### config.mk
export PLATFORM = sky130hd
export DESIGN_NAME = tff_count_ctrl
export DESIGN_NICKNAME = d
export VERILOG_FILES = /design/src/rtl/tff_ctrl_pkg.sv /design/src/rtl/t_ff.sv /design/src/rtl/tff_count_ctrl.sv
export SDC_FILE = /design/constraint.sdc
export NUM_CORES = 1
export LEC_CHECK = 0
export CORE_MARGIN = 3
export CORE_UTILIZATION = 45
export DETAILED_ROUTE_END_ITERATION = 8
export PLACE_DENSITY = 0.77
export SLEW_MARGIN = 20
export SYNTH_ARGS = -nofsm -noshare
export SYNTH_HDL_FRONTEND = slang
export SYNTH_HIERARCHICAL = 1
export SYNTH_SLANG_ARGS = --single-unit
### constraint.sdc
create_clock -name clk -period 4.52 [get_ports clk]
set_clock_uncertainty 0.1 [all_clocks]
set_input_delay 0.452 -clock clk [delete_from_list [all_inputs] [get_ports clk]]
set_output_delay 0.452 -clock clk [all_outputs]
set_load 0.01 [all_outputs]
### src/rtl/tff_ctrl_pkg.sv
// tff_ctrl_pkg: FSM state enum and mode encodings shared by the T flip-flop count controller
package tff_ctrl_pkg;
  typedef enum logic [1:0] {IDLE, RUN, DONE} state_t;
  localparam logic [1:0] MODE_UP = 2'b00;
  localparam logic [1:0] MODE_DOWN = 2'b01;
  localparam logic [1:0] MODE_LOAD = 2'b10;
  localparam logic [1:0] MODE_CLEAR = 2'b11;
endpackage

### src/rtl/t_ff.sv
// t_ff: single T flip-flop (clk, async active-low rst, toggle t) with q and q_bar outputs
module t_ff (
  input  logic clk,
  input  logic rst,
  input  logic t,
  output logic q,
  output logic q_bar
);
  always_ff @(posedge clk or negedge rst)
    if (!rst) q <= 1'b0;
    else if (t) q <= ~q;
  assign q_bar = ~q;
endmodule

### src/rtl/tff_count_ctrl.sv
// tff_count_ctrl: FSM driving a bank of T flip-flops via t_vec (start/mode/load_val/limit/abort in; q/t_vec/busy/done out)
module tff_count_ctrl
  import tff_ctrl_pkg::*;
#(
  parameter int WIDTH = 4
) (
  input  logic             clk,
  input  logic             rst,
  input  logic             start,
  input  logic [1:0]       mode,
  input  logic [WIDTH-1:0] load_val,
  input  logic [WIDTH-1:0] limit,
  input  logic             abort,
  output logic [WIDTH-1:0] q,
  output logic [WIDTH-1:0] t_vec,
  output logic             busy,
  output logic             done
);
  state_t state_q, state_d;
  logic [1:0] mode_q;
  logic [WIDTH-1:0] load_q, limit_q, qb_unused;
  logic at_lim, one_shot;
  always_ff @(posedge clk or negedge rst)
    if (!rst) begin
      state_q <= IDLE;
      mode_q <= '0;
      load_q <= '0;
      limit_q <= '0;
    end else begin
      state_q <= state_d;
      if (state_q == IDLE && start) begin
        mode_q <= mode;
        load_q <= load_val;
        limit_q <= limit;
      end
    end
  assign at_lim = q == limit_q;
  assign one_shot = mode_q == MODE_LOAD || mode_q == MODE_CLEAR;
  always_comb begin
    state_d = state_q;
    t_vec = '0;
    case (state_q)
      IDLE: state_d = start ? RUN : IDLE;
      RUN: begin
        t_vec = abort ? '0 :
                mode_q == MODE_LOAD ? q ^ load_q :
                mode_q == MODE_CLEAR ? q :
                at_lim ? '0 :
                mode_q == MODE_UP ? q ^ (q + WIDTH'(1)) : q ^ (q - WIDTH'(1));
        state_d = abort ? IDLE : (one_shot || at_lim) ? DONE : RUN;
      end
      default: state_d = IDLE;
    endcase
  end
  assign busy = state_q == RUN;
  assign done = state_q == DONE;
  for (genvar i = 0; i < WIDTH; i++) begin : g_bit
    t_ff u_ff (.clk(clk), .rst(rst), .t(t_vec[i]), .q(q[i]), .q_bar(qb_unused[i]));
  end
endmodule

==> impl_metrics.yaml, run 1 <==
run_status:
  status: "complete, no violations"
clock_network:
  cts_made_buffers: 3
  clock_path_buffers: 2
  clock-sinks: 16
  clk_pin_slew_ps: 90
  cts.repair.resized: 0
  worstSkewPairLatency_ps: 280
  cts_tree: "built"
  ctsRootBufferMaster: "clkbuf_4"
  cts.htree.levels: 1
  holdBufCountCts: 0
  cts_setup_buffers: 0
finish:
  nNetsFinal: 124
  diodes: 0
  area_growth_pct: 29.5
  fin_util_pct: 65.0
  nFillCells: 159
  drive_above_1_share_pct: 19.0
  multi_input_area_um2: 489
  regArea_um2: 400
sta:
  rsz0062_at_grt: "no"
  finalSetupTns_ps: 0
  final-setup-viol-count: 0
  slew_headroom_pct: 53.8
  max_freq_mhz: 302
  setup_slack_ps: 1210
  final_max_slew_viol_count: 0
  min_period_ps: 3310
  finalCritPeriodShare_pct: 73.1
  fin_hold_ws_ps: 433
  tightestPinTransition_ps: 691
  hold_viol_final: 0
die:
  fp-row-count: 15
  io_pins: 24
  die_area_mm2: 0.00263
  dieWidth_um: 51.3
  core_area_mm2: 0.00184
  start_util_pct: 50.2
  die_h_um: 51.3
power:
  p_leak_nw: 0.509
  vdd_drop_max_mv: 0.517
  power.density_mw_per_mm2: 754
route:
  antenna_left: 0
  num_vias: 653
  drt_iter0_markers: 7
  wire_per_inst_um: 13.4
  totalWireLength_um: 1750
  vias_per_cell: 5.02
  drc_errors: 0
  drt-pass1-iter-count: 4
critical_path:
  path_class: "reg2out"
  path_max_fanout: 11
  slowest_stage: "clkdlybuf4s50_1"
  max_stage_delay_ps: 540
  setup.worst_path.end_class: "primary output"
  crit_arrival_ps: 2750
  critical_path_required_ps: 3970
  startpoint_type: "flop"
  path_cells: "or2_2 > inv_1 > fa_1 > nor3_1 > a21oi_1 > o21ai_0 > and3_1 > clkdlybuf4s50_1"
global_route:
  grt_pass1_vias: 674
  grt_pass1_wl_um: 3080
  overflow: 0
  antenna_found_initial: 0
  grt_max_degree: 17
  grt_usage_pct: 16.1
placed_design:
  globalplace.congestion: 0.773
  place.port_buffers: 23
  place_ws_ps: 1540
  dp_hpwl_um: 1360
synthesis:
  syn_nets: 97
  synthCells: 80
  syn_avg_cell_area_um2: 11.5
  syn_area_um2: 923
  synth_warnings: 6
min_path:
  hp-class: "reg2reg"
flow_run:
  maxCapViolCount: 0
==> worst max-delay path: cells and delay by family, from the launching register on <==
kind | cells | cell delay [ps]
AND/OR/NAND/NOR | 3 | 720
buffers and inverters | 2 | 620
AO/OA/AOI/OAI | 2 | 200
flip-flops | 1 | 490
adder cells (fa/ha/maj) | 1 | 440
==> routing by layer <==
layer  part of all wire [%]  track usage (%)  up-vias
met5                      0                0        -
met4                    1.7             6.55        0
met3                    6.5             4.37        5
met2                     47             26.0       25
met1                     45             20.2      296
li1                       -                -      327
==> layout make-up <==
class,instances,share of cell area (%)
Multi-Input combinational cell,58,40.9
Inverter,4,1.26
Timing Repair Buffer,24,19.9
Tap cell,25,2.62
Clock buffer,3,1.88
Sequential cell,16,33.5
==> report_power, final <==
part	leakage, nW	switching (mW)	total, mW	internal (mW)
registers	0.190	0.0923	0.307	0.215
logic	0.305	0.232	0.522	0.289
clock network	0.0138	0.0419	0.0728	0.0309
==> final timing paths <==
| kind | start | endpoint | slack [ps] | cells after the start |
|---|---|---|---|---|
| max in group asynchronous | rst | limit_q[1]$_DFFE_PN0P_ | 3400 | 1 |
| min in group asynchronous | rst | g_bit[2].u_ff/q$_DFFE_PN0P_ | 480 | 1 |
| hold / removal | load_q[3]$_DFFE_PN0P_ | load_q[3]$_DFFE_PN0P_ | 430 | 1 |
| setup / recovery | mode_q[1]$_DFFE_PN0P_ | t_vec[1] | 1210 | 8 |
| setup reg to reg | mode_q[1]$_DFFE_PN0P_ | g_bit[1].u_ff/q$_DFFE_PN0P_ | 2290 | 8 |
| hold reg to reg | load_q[3]$_DFFE_PN0P_ | load_q[3]$_DFFE_PN0P_ | 430 | 1 |
==> metrics by stage <==
step / instances / area [um^2] / power (mW)
finish: 130 / 1200 / 0.902
global route: 130 / 1200 / 0.985
CTS: 130 / 1200 / 0.914
detailed placement: 127 / 1170 / 0.838
global placement: 127 / 1170 / 0.814
floorplan: 80 / 923 / 0.679
==> cell usage in the layout (no fill, tap or decap) <==
cell             instances
buf_4                    1
or2_2                    1
nor2b_1                  2
a21oi_1                  4
nand2_1                  3
xor2_2                   1
xor2_1                   8
clkdlybuf4s50_1         23
a21o_1                   1
nor4_4                   1
mux2_2                   9
or2_1                    1
fa_1                     1
nor2_1                   2
or2b_2                   1
and2b_2                  2
o21a_1                   2
xnor2_1                  5
nor3_1                   2
inv_1                    4
dfrtp_1                 16
nor3b_1                  1
clkbuf_4                 3
a221o_1                  1
o21ai_0                  4
ha_1                     2
a32o_1                   1
and3_1                   2
a21oi_2                  1
==> registers in the layout (all words and copies together), names as in the netlist <==
register	flops
g_bit.u_ff/q	4
limit_q	4
load_q	4
mode_q	2
state_q	2
Note: power is estimated with default switching activity, not from simulation.
==> inputs of run 2 (changes only) <==
CORE_UTILIZATION = 43   (was 45)
clock period = 2.8 ns   (was 4.52 ns; I/O delays follow)
==> impl_metrics.yaml, run 2 (synthesis gave the netlist of run 1 again) <==
finish:
  final_cell_mix: "20 x clkdlybuf4s50_1, 15 x dfrtp_1, 9 x mux2_2"
  area_growth_pct: 34.6
  final_common_cell: "clkdlybuf4s50_1"
  fin_util_pct: 62.1
  nFillCells: 178
  diodes: 0
  top_regs: "g_bit.u_ff/q (4), limit_q (4), load_q (4)"
  drive_above_1_share_pct: 24.8
  nNetsFinal: 127
clock_network:
  worstSkewPairLatency_ps: 280
  clock-sinks: 16
  cts_made_buffers: 3
  clk_pin_slew_ps: 100
  cts_tree: "built"
  ctsRootBufferMaster: "clkbuf_4"
  cts.htree.levels: 1
  clock_path_buffers: 2
critical_path:
  r2r_slack_ps: 730
  setup.worst_path.end_class: "primary output"
  critical_path_required_ps: 2420
  path_class: "reg2out"
  crit_arrival_ps: 2260
  path_max_fanout: 6
  startpoint: "g_bit[1].u_ff/q$_DFFE_PN0P_"
  r2r_start: "mode_q[1]$_DFFE_PN0P_"
  startpoint_type: "flop"
die:
  core_area_mm2: 0.00200
  io_pins: 24
  die_area_mm2: 0.00274
  die_h_um: 52.3
  fp-row-count: 16
  dieWidth_um: 52.3
  start_util_pct: 46.1
power:
  p_clk_share_pct: 9.8
  intPower_mw: 0.921
  p_switching_mw: 0.628
  p_leak_nw: 0.541
  sw_frac_of_total_pct: 40.5
  share_comb_of_total_power_pct: 60.1
  power_frac_seq_pct: 30.2
  vdd_drop_max_mv: 0.735
  power.density_mw_per_mm2: 1250
route:
  highest_layer: "met4"
  wl_met2_um: 883
  antenna_left: 0
  drt-pass1-iter-count: 4
  drt_iter0_markers: 3
  totalWireLength_um: 1830
  wire_per_inst_um: 13.4
  drc_errors: 0
  wl_met3_um: 105
  vias_per_cell: 5.06
  num_vias: 688
  wl_met1_um: 789
run_status:
  status: "complete, no violations"
sta:
  setup_slack_ps: 163
  hold_viol_final: 0
  tightestPinTransition_ps: 715
  final-setup-viol-count: 0
  finalSetupTns_ps: 0
  final_max_slew_viol_count: 0
  rsz0062_at_grt: "no"
  finalCritPeriodShare_pct: 94.2
  max_freq_mhz: 379
  slew_headroom_pct: 52.2
  min_period_ps: 2640
placed_design:
  dp_hpwl_um: 1410
  place.port_buffers: 23
  globalplace.congestion: 0.832
  place_ws_ps: 102
global_route:
  grt_pass1_vias: 700
  grt_usage_pct: 15.8
  overflow: 0
  grt_max_degree: 17
  grt_pass1_wl_um: 3150
  antenna_found_initial: 0
flow_run:
  maxCapViolCount: 0
min_path:
  hp-class: "in2async"
==> run 2: timing repair <==
action,CTS,global route
pin swaps,0,0
hold buffers,0,0
endpoints found under the setup margin,3,2
setup buffers,1,0
gates resized for setup,4,3
==> run 2: path summary, 6_finish.rpt <==
| kind | cells after the start | to |
|---|---|---|
| max | 6 | t_vec[0] |
| min | 1 | load_q[1]$_DFFE_PN0P_ |
| max reg2reg | 8 | g_bit[1].u_ff/q$_DFFE_PN0P_ |
| min reg2reg | 1 | load_q[3]$_DFFE_PN0P_ |
| max in group asynchronous | 1 | g_bit[0].u_ff/q$_DFFE_PN0P_ |
| min in group clk | 1 | load_q[3]$_DFFE_PN0P_ |
==> run 2: power by group through the flow <==
stage	Combinational, mW	Clock [mW]	Sequential, mW
floorplan	0.627	0	0.469
global placement	0.877	0	0.468
detailed placement	0.899	0	0.478
CTS	0.906	0.155	0.470
global route	1.03	0.172	0.486
finish	0.931	0.152	0.467
==> run 2: critical path, cell delays in order, from the launching register on <==
cell and delay [ps]:
dfrtp_1 470, buf_4 200, xor2_2 150, nor4_4 350, nor2_1 100, o21a_1 230
clkdlybuf4s50_1 480
==> run 2: cell type report <==
cell class              count  area [um^2]  share of cell area [%]
flip-flops and latches     16          402                    32.3
multi-input cells          58          498                    40.1
inverters                   4         15.0                    1.21
repair buffers             27          258                    20.7
well taps                  27         33.8                    2.72
clock buffers               4         36.3                    2.92
==> run 2: metal layers <==
metal,vias to the layer above,global-route usage [%]
met5,-,0
met4,0,8.94
met3,6,4.27
met2,23,24.0
met1,325,20.0
li1,334,-
==> run 2: through the flow <==
step                      hold slack [ps]  total power, mW  area, um^2  cells
after floorplan                      -116             1.10         923     80
after global placement                399             1.34        1190    131
after detailed placement              412             1.38        1190    131
after CTS                             349             1.53        1230    136
after global routing                  368             1.69        1240    136
final                                 313             1.55        1240    136
